==> config.mk <==
export PLATFORM = sky130hd
export DESIGN_NAME = gsim_sched
export DESIGN_NICKNAME = d
export VERILOG_FILES = /design/src/rtl/gsim_sched.sv
export SDC_FILE = /design/constraint.sdc
export NUM_CORES = 1
export LEC_CHECK = 0
export CAP_MARGIN = 30
export CORE_ASPECT_RATIO = 0.75
export CORE_MARGIN = 3
export CORE_UTILIZATION = 47
export CTS_BUF_LIST = sky130_fd_sc_hd__clkbuf_16
export DETAILED_ROUTE_END_ITERATION = 6
export PLACE_DENSITY = 0.82
export SYNTH_ARGS = -nofsm -noshare
export SYNTH_HDL_FRONTEND = slang
export SYNTH_SLANG_ARGS = --single-unit
export TNS_END_PERCENT = 100
==> constraint.sdc <==
create_clock -name clk -period 1.7 [get_ports clk]
set_input_delay 0.34 -clock clk [delete_from_list [all_inputs] [get_ports clk]]
set_output_delay 0.34 -clock clk [all_outputs]
set_load 0.01 [all_outputs]
==> src/rtl/gsim_sched.sv <==
// gsim_sched: control sequencer for the Gauss-Seidel solver (b load, row issue, write-back, drain, readout).
// Latency: b_we/b_waddr are combinational from in_en; every other output is decoded from registered state,
//          and {wb_en, wb_row} is {issue_valid, issue_row} delayed exactly PE_LAT cycles.
// Backpressure: none. in_en is accepted only in IDLE/LOAD and ignored otherwise; downstream always keeps up.
//
// Ports:
//   clk, reset            single clock, asynchronous active-high reset
//   in_en                 a b value is present this cycle
//   b_we, b_waddr         b storage write strobe / address
//   issue_valid, issue_row, nbr_mask   PE operand strobe, row index, neighbour enables
//   wb_en, wb_row         PE result write-back strobe / x address
//   out_valid, out_idx    result readout strobe / x address
//   busy, done            not idle / one-cycle end-of-solve pulse
module gsim_sched #(
    parameter int N            = 16,
    parameter int NR_ITERATION = 100,
    parameter int PE_LAT       = 3,
    localparam int RW          = (N > 1) ? $clog2(N) : 1
) (
    input  logic          clk,
    input  logic          reset,
    input  logic          in_en,
    output logic          b_we,
    output logic [RW-1:0] b_waddr,
    output logic          issue_valid,
    output logic [RW-1:0] issue_row,
    output logic [5:0]    nbr_mask,
    output logic          wb_en,
    output logic [RW-1:0] wb_row,
    output logic          out_valid,
    output logic [RW-1:0] out_idx,
    output logic          busy,
    output logic          done
);

    localparam int IW = (NR_ITERATION > 1) ? $clog2(NR_ITERATION) : 1;
    localparam int DW = (PE_LAT > 1) ? $clog2(PE_LAT) : 1;

    localparam logic [RW-1:0] ROW_LAST  = RW'(N - 1);
    localparam logic [IW-1:0] ITER_LAST = IW'(NR_ITERATION - 1);
    localparam logic [DW-1:0] DRN_LAST  = DW'(PE_LAT - 1);

    typedef enum logic [2:0] {
        S_IDLE,
        S_LOAD,
        S_CALC,
        S_DRAIN,
        S_OUT
    } state_t;

    state_t          state;
    state_t          state_nxt;
    logic [RW-1:0]   load_cnt;
    logic [RW-1:0]   row;
    logic [DW-1:0]   drn_cnt;
    logic [IW-1:0]   iter;
    logic [RW-1:0]   out_cnt;
    logic [5:0]      mask_row;

    // {valid, row} delay line feeding the write-back port.
    logic [RW:0]     wb_pipe [PE_LAT];

    // State register.
    always_ff @(posedge clk or posedge reset) begin
        if (reset) begin
            state <= S_IDLE;
        end else begin
            state <= state_nxt;
        end
    end

    // Next state and decoded outputs.
    always_comb begin
        state_nxt   = state;
        b_we        = 1'b0;
        b_waddr     = load_cnt;
        issue_valid = 1'b0;
        issue_row   = '0;
        nbr_mask    = '0;
        out_valid   = 1'b0;
        out_idx     = '0;
        done        = 1'b0;
        busy        = (state != S_IDLE);

        case (state)
            S_IDLE, S_LOAD: begin
                b_we = in_en;
                if (in_en) begin
                    state_nxt = (load_cnt == ROW_LAST) ? S_CALC : S_LOAD;
                end
            end
            S_CALC: begin
                issue_valid = 1'b1;
                issue_row   = row;
                nbr_mask    = mask_row;
                if (row == ROW_LAST) begin
                    state_nxt = S_DRAIN;
                end
            end
            S_DRAIN: begin
                if (drn_cnt == DRN_LAST) begin
                    state_nxt = (iter == ITER_LAST) ? S_OUT : S_CALC;
                end
            end
            S_OUT: begin
                out_valid = 1'b1;
                out_idx   = out_cnt;
                if (out_cnt == ROW_LAST) begin
                    done      = 1'b1;
                    state_nxt = S_IDLE;
                end
            end
            default: state_nxt = S_IDLE;
        endcase
    end

    // Neighbour enables: bit 2k covers x[i-(k+1)], bit 2k+1 covers x[i+(k+1)];
    // each is set only when that index falls inside 0..N-1.
    always_comb begin
        mask_row = '0;
        for (int k = 0; k < 3; k++) begin
            mask_row[2*k]   = (int'(row) >= k + 1);
            mask_row[2*k+1] = (int'(row) + k + 1 <= N - 1);
        end
    end

    // Counters. Each wraps to 0 on its last value, so it is already cleared
    // when its state is re-entered (row for the next iteration, load_cnt for
    // the next solve, and so on).
    always_ff @(posedge clk or posedge reset) begin
        if (reset) begin
            load_cnt <= '0;
            row      <= '0;
            drn_cnt  <= '0;
            iter     <= '0;
            out_cnt  <= '0;
        end else begin
            case (state)
                S_IDLE, S_LOAD: begin
                    if (in_en) begin
                        load_cnt <= (load_cnt == ROW_LAST) ? '0 : load_cnt + RW'(1);
                    end
                end
                S_CALC: begin
                    row <= (row == ROW_LAST) ? '0 : row + RW'(1);
                end
                S_DRAIN: begin
                    if (drn_cnt == DRN_LAST) begin
                        drn_cnt <= '0;
                        iter    <= (iter == ITER_LAST) ? '0 : iter + IW'(1);
                    end else begin
                        drn_cnt <= drn_cnt + DW'(1);
                    end
                end
                S_OUT: begin
                    out_cnt <= (out_cnt == ROW_LAST) ? '0 : out_cnt + RW'(1);
                end
                default: ;
            endcase
        end
    end

    // Write-back tracking runs regardless of state; reset flushes rows in flight.
    always_ff @(posedge clk or posedge reset) begin
        if (reset) begin
            for (int i = 0; i < PE_LAT; i++) begin
                wb_pipe[i] <= '0;
            end
        end else begin
            wb_pipe[0] <= {issue_valid, issue_row};
            for (int i = 1; i < PE_LAT; i++) begin
                wb_pipe[i] <= wb_pipe[i-1];
            end
        end
    end

    assign {wb_en, wb_row} = wb_pipe[PE_LAT-1];

endmodule

Yosys cells after proc, flatten, opt, wreduce, memory -nomap -nowiden. Index checks and enable logic that the tools add are counted. Widths: inputs -> output; s select.

$add $sub $neg: 9. Eq/ne operators: 13. Magnitude comparators: 6. Muxes and demuxes: 20. Reductions and logical operators: 6.

Operators with widths (count): $le 32x5->1 const B (1); $mux 4 (5); $mux 3 (5); $add 4x1->4 const B (3); $add 5x1->6 const B (2); $eq 4x4->1 const B (3); $le 6x4->1 const B (2); $pmux 3 s4 (1); $ge 4x2->1 const B (2); $ne 2x2->1 const B (4); $add 7x1->7 const B (1); $eq 7x7->1 const B (1); $mux 7 (1); $eq 3x2->1 const B (2); $mux 6 (1); $add 4x1->5 const B (1); $add 4x2->5 const B (1); $mux 1 (5); $ge 4x1->1 const B (1); $mux 2 (2); $reduce_and 2->1 (2); $reduce_and 4->1 (1); $eq 3x1->1 const B (1); $eq 3x3->1 const B (1); other kinds (5) (5).

Word-level logic and storage cells: 63. Input port bits: 3. Flip-flop bits (word level): 39. Output and inout bits: 28.

Longest topological paths before layout. Gate-level depths: netlist (run 1).

Depth in word-level cells: 4. Gate-level depth with buffers: 8. Mapped depth without buffers: 6.

Worst setup path after synthesis (run 1). OpenSTA, ideal clock, no wires.

Path kind: register to register. From: register state[1]. To: register state[0]. Path buffers: 2. Setup slack: 31 ps. Library setup time: 125 ps. Clock period less this slack: 1669 ps. Stages on the path, launching flop included: 9. Required time: 1575 ps. Arrival time: 1544 ps. Cell sequence: dfrtp_1 buf_4 or3b_1 buf_6 clkinv_4 nand2_4 inv_4 a221oi_2 mux2_4.

Longest elaborated chain between the ends: 4. Elaborated cells on any way between the ends: 12. Those cells by class: 8 x eq/ne; 1 x mux; 3 x reduce/logical.

RTL lines: start: declaration (RTL line 51) `state_t state;`; start signal: assignment (RTL line 68) `state <= state_nxt;`; $eq 3x1->1 / $logic_not 3->1 (equally long branches) (RTL line 85) `case (state)`; $reduce_or 2->1 (RTL line 85); $ne 2x2->1 (no line); $reduce_and 4->1 (no line).

Parallel ways exist; a longest one is shown, timed or not. A chain may end at the register's enable or synchronous reset.

Worst setup path in the final report (run 1).
From: register state[2]. To: output port nbr_mask[3].

Longest elaborated chain between the ends: 2.

RTL lines: $eq 3x2->1 (RTL line 85); $mux 6 (RTL line 85); end: declaration (RTL line 27) `output logic [5:0] nbr_mask,`.

Every way passes these cells.

==> qor.json, run 1 <==
{
  "outcome": "finished with violations",
  "failing_checks": "negative setup slack",
  "hold_slack_ns": 0.350,
  "clock_tree.root_cell": "clkbuf_16",
  "synth_top_family_by_area": "simple AND/OR/NAND/NOR gates",
  "timing.fmax_ghz": 0.511,
  "first_pass_grt_wire_length_um": 7080,
  "detail-route-antenna-nets": 0,
  "nFillCells": 217,
  "ys_seq_elements": 39,
  "die_area_um2": 4710,
  "post-route-period-util": 1.15,
  "worst-slew-pin-transition_ns": 0.425,
  "synth_enable_flop_cells": 0,
  "yosysUniqueCellTypes": 43,
  "power.combinational.fraction": 0.512,
  "first_global_vias": 1504,
  "tritoncts": "built",
  "synth_area_um2": 1840,
  "final_cell_mix": "37 x dfrtp_1, 35 x buf_4, 20 x buf_6",
  "pwr-share-seq": 0.301,
  "setup_total_negative_slack_ns": -2.50,
  "internal-power_uw": 3230,
  "post_synthesis_average_cell_area_um2": 10.8,
  "placement.setup.worst_slack_ns": -0.367,
  "grt_start_max_net_pins": 40,
  "synth.net_count": 181,
  "finalWorstPathRequiredPeriod_ns": 1.96,
  "powerDensity_nw_per_um2": 1800,
  "gr-usage-met3": 0.0482,
  "cts_max_path_buffers": 2,
  "worst_skew_pair.late_latency_ns": 0.29,
  "power.switching_fraction": 0.368,
  "most_frequent_standard_cell_in_the_layout_excluding_fill_and_tap_cells": "dfrtp_1",
  "cp.required_ns": 1.36,
  "power_frac_clock": 0.186,
  "number_of_antenna_violations_at_the_first_check_in_global_routing": 0,
  "asyncSetResetFlopFracSynth": 1.00,
  "report.final.setup_viol": 19,
  "routed_wire_length_per_instance_um": 16.6,
  "place_congestion": 0.882,
  "detailed_place_hpwl_um": 2720,
  "htree_num_levels": 2,
  "clk_transition_reported_paths_ns": 0.06,
  "synth_adder_area_share": 0.0544,
  "route.vias.total": 1550,
  "first_iter_violations": 132,
  "avgViaCountPerCell": 5.24,
  "nNetsFinal": 254,
  "final_hold_viol_count": 0,
  "finClkSkew_ns": 0.00533,
  "static-leakage-power_uw": 0.00131,
  "yosys-mux-area-fraction": 0.0320,
  "postRouteWirelength_um": 4920,
  "cts_made_buffers": 5,
  "initial_utilization": 0.496,
  "port_buffers": 30,
  "i_o_pin_count": 31,
  "synth_compound_area_frac": 0.100,
  "synth-xor-area-share": 0.0333,
  "dp.cells": 276,
  "finalMaxSlewViolations": 0,
  "busiest_layer": "met2",
  "synth_simple_gate_area_frac": 0.188,
  "layout-drive-gt1-share": 0.434,
  "synth_sequential_area_ratio": 0.531,
  "synth_flop_cell": "dfrtp_1",
  "regArea_um2": 978,
  "cts-hold-fix-buffers": 0,
  "firstDrtPassIters": 4,
  "worst_setup_path_end_kind": "output pin",
  "peakVddDrop_mv": 1.32,
  "grt_setup_unrepaired": "yes",
  "placement_rows": 19,
  "max_slew_margin": 0.717,
  "insertedDiodeCount": 0,
  "global_route.overflow_total": 0,
  "grtUsageMet2": 0.351,
  "die_y_um": 60.2,
  "finalNonFillerCells": 296,
  "yosysWarningCount": 0,
  "gr-usage-met1": 0.245,
  "area.growth.synth_to_final_pct": 54.4,
  "multi_input_area_um2": 930,
  "criticalPathCategory": "reg -> out",
  "netlist_instances": 170,
  "number_of_clock_sinks": 39,
  "power.net_switching_uw": 1880,
  "critical_path.startpoint_type": "register",
  "grt_total_usage": 0.202,
  "crit_arrival_ns": 1.62,
  "finalPower_uw": 5110,
  "width_of_the_die_um": 78.2,
  "worstPathMaxFanout": 6,
  "hold_class": "reg -> reg",
  "drt_drc_violations_left": 0,
  "floorplan.core_area_um2": 3710,
  "maxCapViolCount": 0,
  "fin_ws_ns": -0.256
}
-- critical path: stages (launching register included) --
cell and delay [ns]:
dfrtp_1 0.40, or3b_4 0.46, clkinv_4 0.11, nand2_8 0.06
a31oi_4 0.13, buf_2 0.16
-- path summary, 6_finish.rpt --
check | start | to | slack [ns] | cells past startpoint
min in group asynchronous | reset | wb_row[0] | 0.42 | 3
max in group asynchronous | reset | row[0] | 1.09 | 3
worst max-delay path | state[2] | nbr_mask[3] | -0.26 | 5
worst min register to register | wb_pipe[6] | wb_row[1] | 0.35 | 0
worst min-delay path | wb_pipe[6] | wb_row[1] | 0.35 | 0
worst max register to register | state[2] | state[0] | -0.07 | 6
-- stage by stage --
stage	util	cell area (µm²)
6_report	0.766	2840
5_1_grt	0.766	2840
4_1_cts	0.719	2670
3_5_place_dp	0.649	2410
3_3_place_gp	0.649	2410
2_1_floorplan	-	1840
-- power by group through the flow --
| stage | clock [µW] | sequential [µW] | combinational (µW) |
|---|---|---|---|
| detailed placement | 0 | 1490 | 1880 |
| global route | 990 | 1590 | 2800 |
| global placement | 0 | 1470 | 1830 |
| CTS | 953 | 1500 | 2130 |
| finish | 953 | 1540 | 2620 |
| floorplan | 0 | 1470 | 935 |
-- Yosys cell counts (2+ instances only) --
cell type  count  area [µm²]
dfrtp_1       39         976
a31oi_1        2        12.5
a21oi_1        2        10.0
nor2_1         9        33.8
nand3b_1       2        15.0
buf_4          5        37.5
mux2_2         3        33.8
xnor2_1        6        52.6
o21ai_0       12        60.1
ha_1           8         100
and2_1         5        31.3
nand3_1        7        35.0
nand2b_1       2        12.5
nor3_1         4        20.0
clkbuf_1       2        7.51
nand2_1       16        60.1
nor3b_2        3        37.5
inv_1          9        33.8
nand4_1        6        37.5
a22o_1         2        17.5
buf_1          2        7.51
a21o_1         3        22.5
-- layout make-up --
cell class	count	share of cell area
Clock inverter	3	0.00837
Sequential cell	39	0.345
Tap cell	52	0.0229
Inverter	11	0.0190
Multi-Input combinational cell	110	0.327
Timing Repair Buffer	76	0.234
Clock buffer	5	0.0441
-- metal layers --
metal	share of wire	wire, µm
met2	0.51	2520
met5	0	0
met1	0.41	2030
met3	0.050	245
met4	0.024	120
-- kinds of logic after synthesis --
kind of cell    after synthesis
fa+ha+maj                     8
mux                           5
compound gates               28
buf+inv                      21
xor+xnor                      7
simple gates                 62
flops                        39
-- timing repair --
| item | 4_1_cts | 5_1_grt |
|---|---|---|
| endpoints found under the setup margin | 22 | 27 |
| gates cloned | 0 | 0 |
| gates resized for setup | 104 | 34 |
| pin swaps | 11 | 13 |
| setup buffers | 10 | 4 |
-- flip-flops by register name, summed over array words and instances (netlist names), 2 cells and up --
signal,count
b_waddr,4
drn_cnt,2
iter,7
out_cnt,4
row,4
state,3
wb_pipe,10
wb_row,4
Note: power is estimated with default switching activity, not from simulation.
==> run 2, diff against run 1 <==
--- a/config.mk
+++ b/config.mk
@@ -10,6 +10,7 @@
 export CORE_MARGIN = 3
 export CORE_UTILIZATION = 47
 export CTS_BUF_LIST = sky130_fd_sc_hd__clkbuf_16
+export CTS_CLUSTER_SIZE = 40
 export DETAILED_ROUTE_END_ITERATION = 6
 export PLACE_DENSITY = 0.82
 export SYNTH_ARGS = -nofsm -noshare
==> results of run 2 <==
Final layout, timing and power as in run 1 (identical DEF).
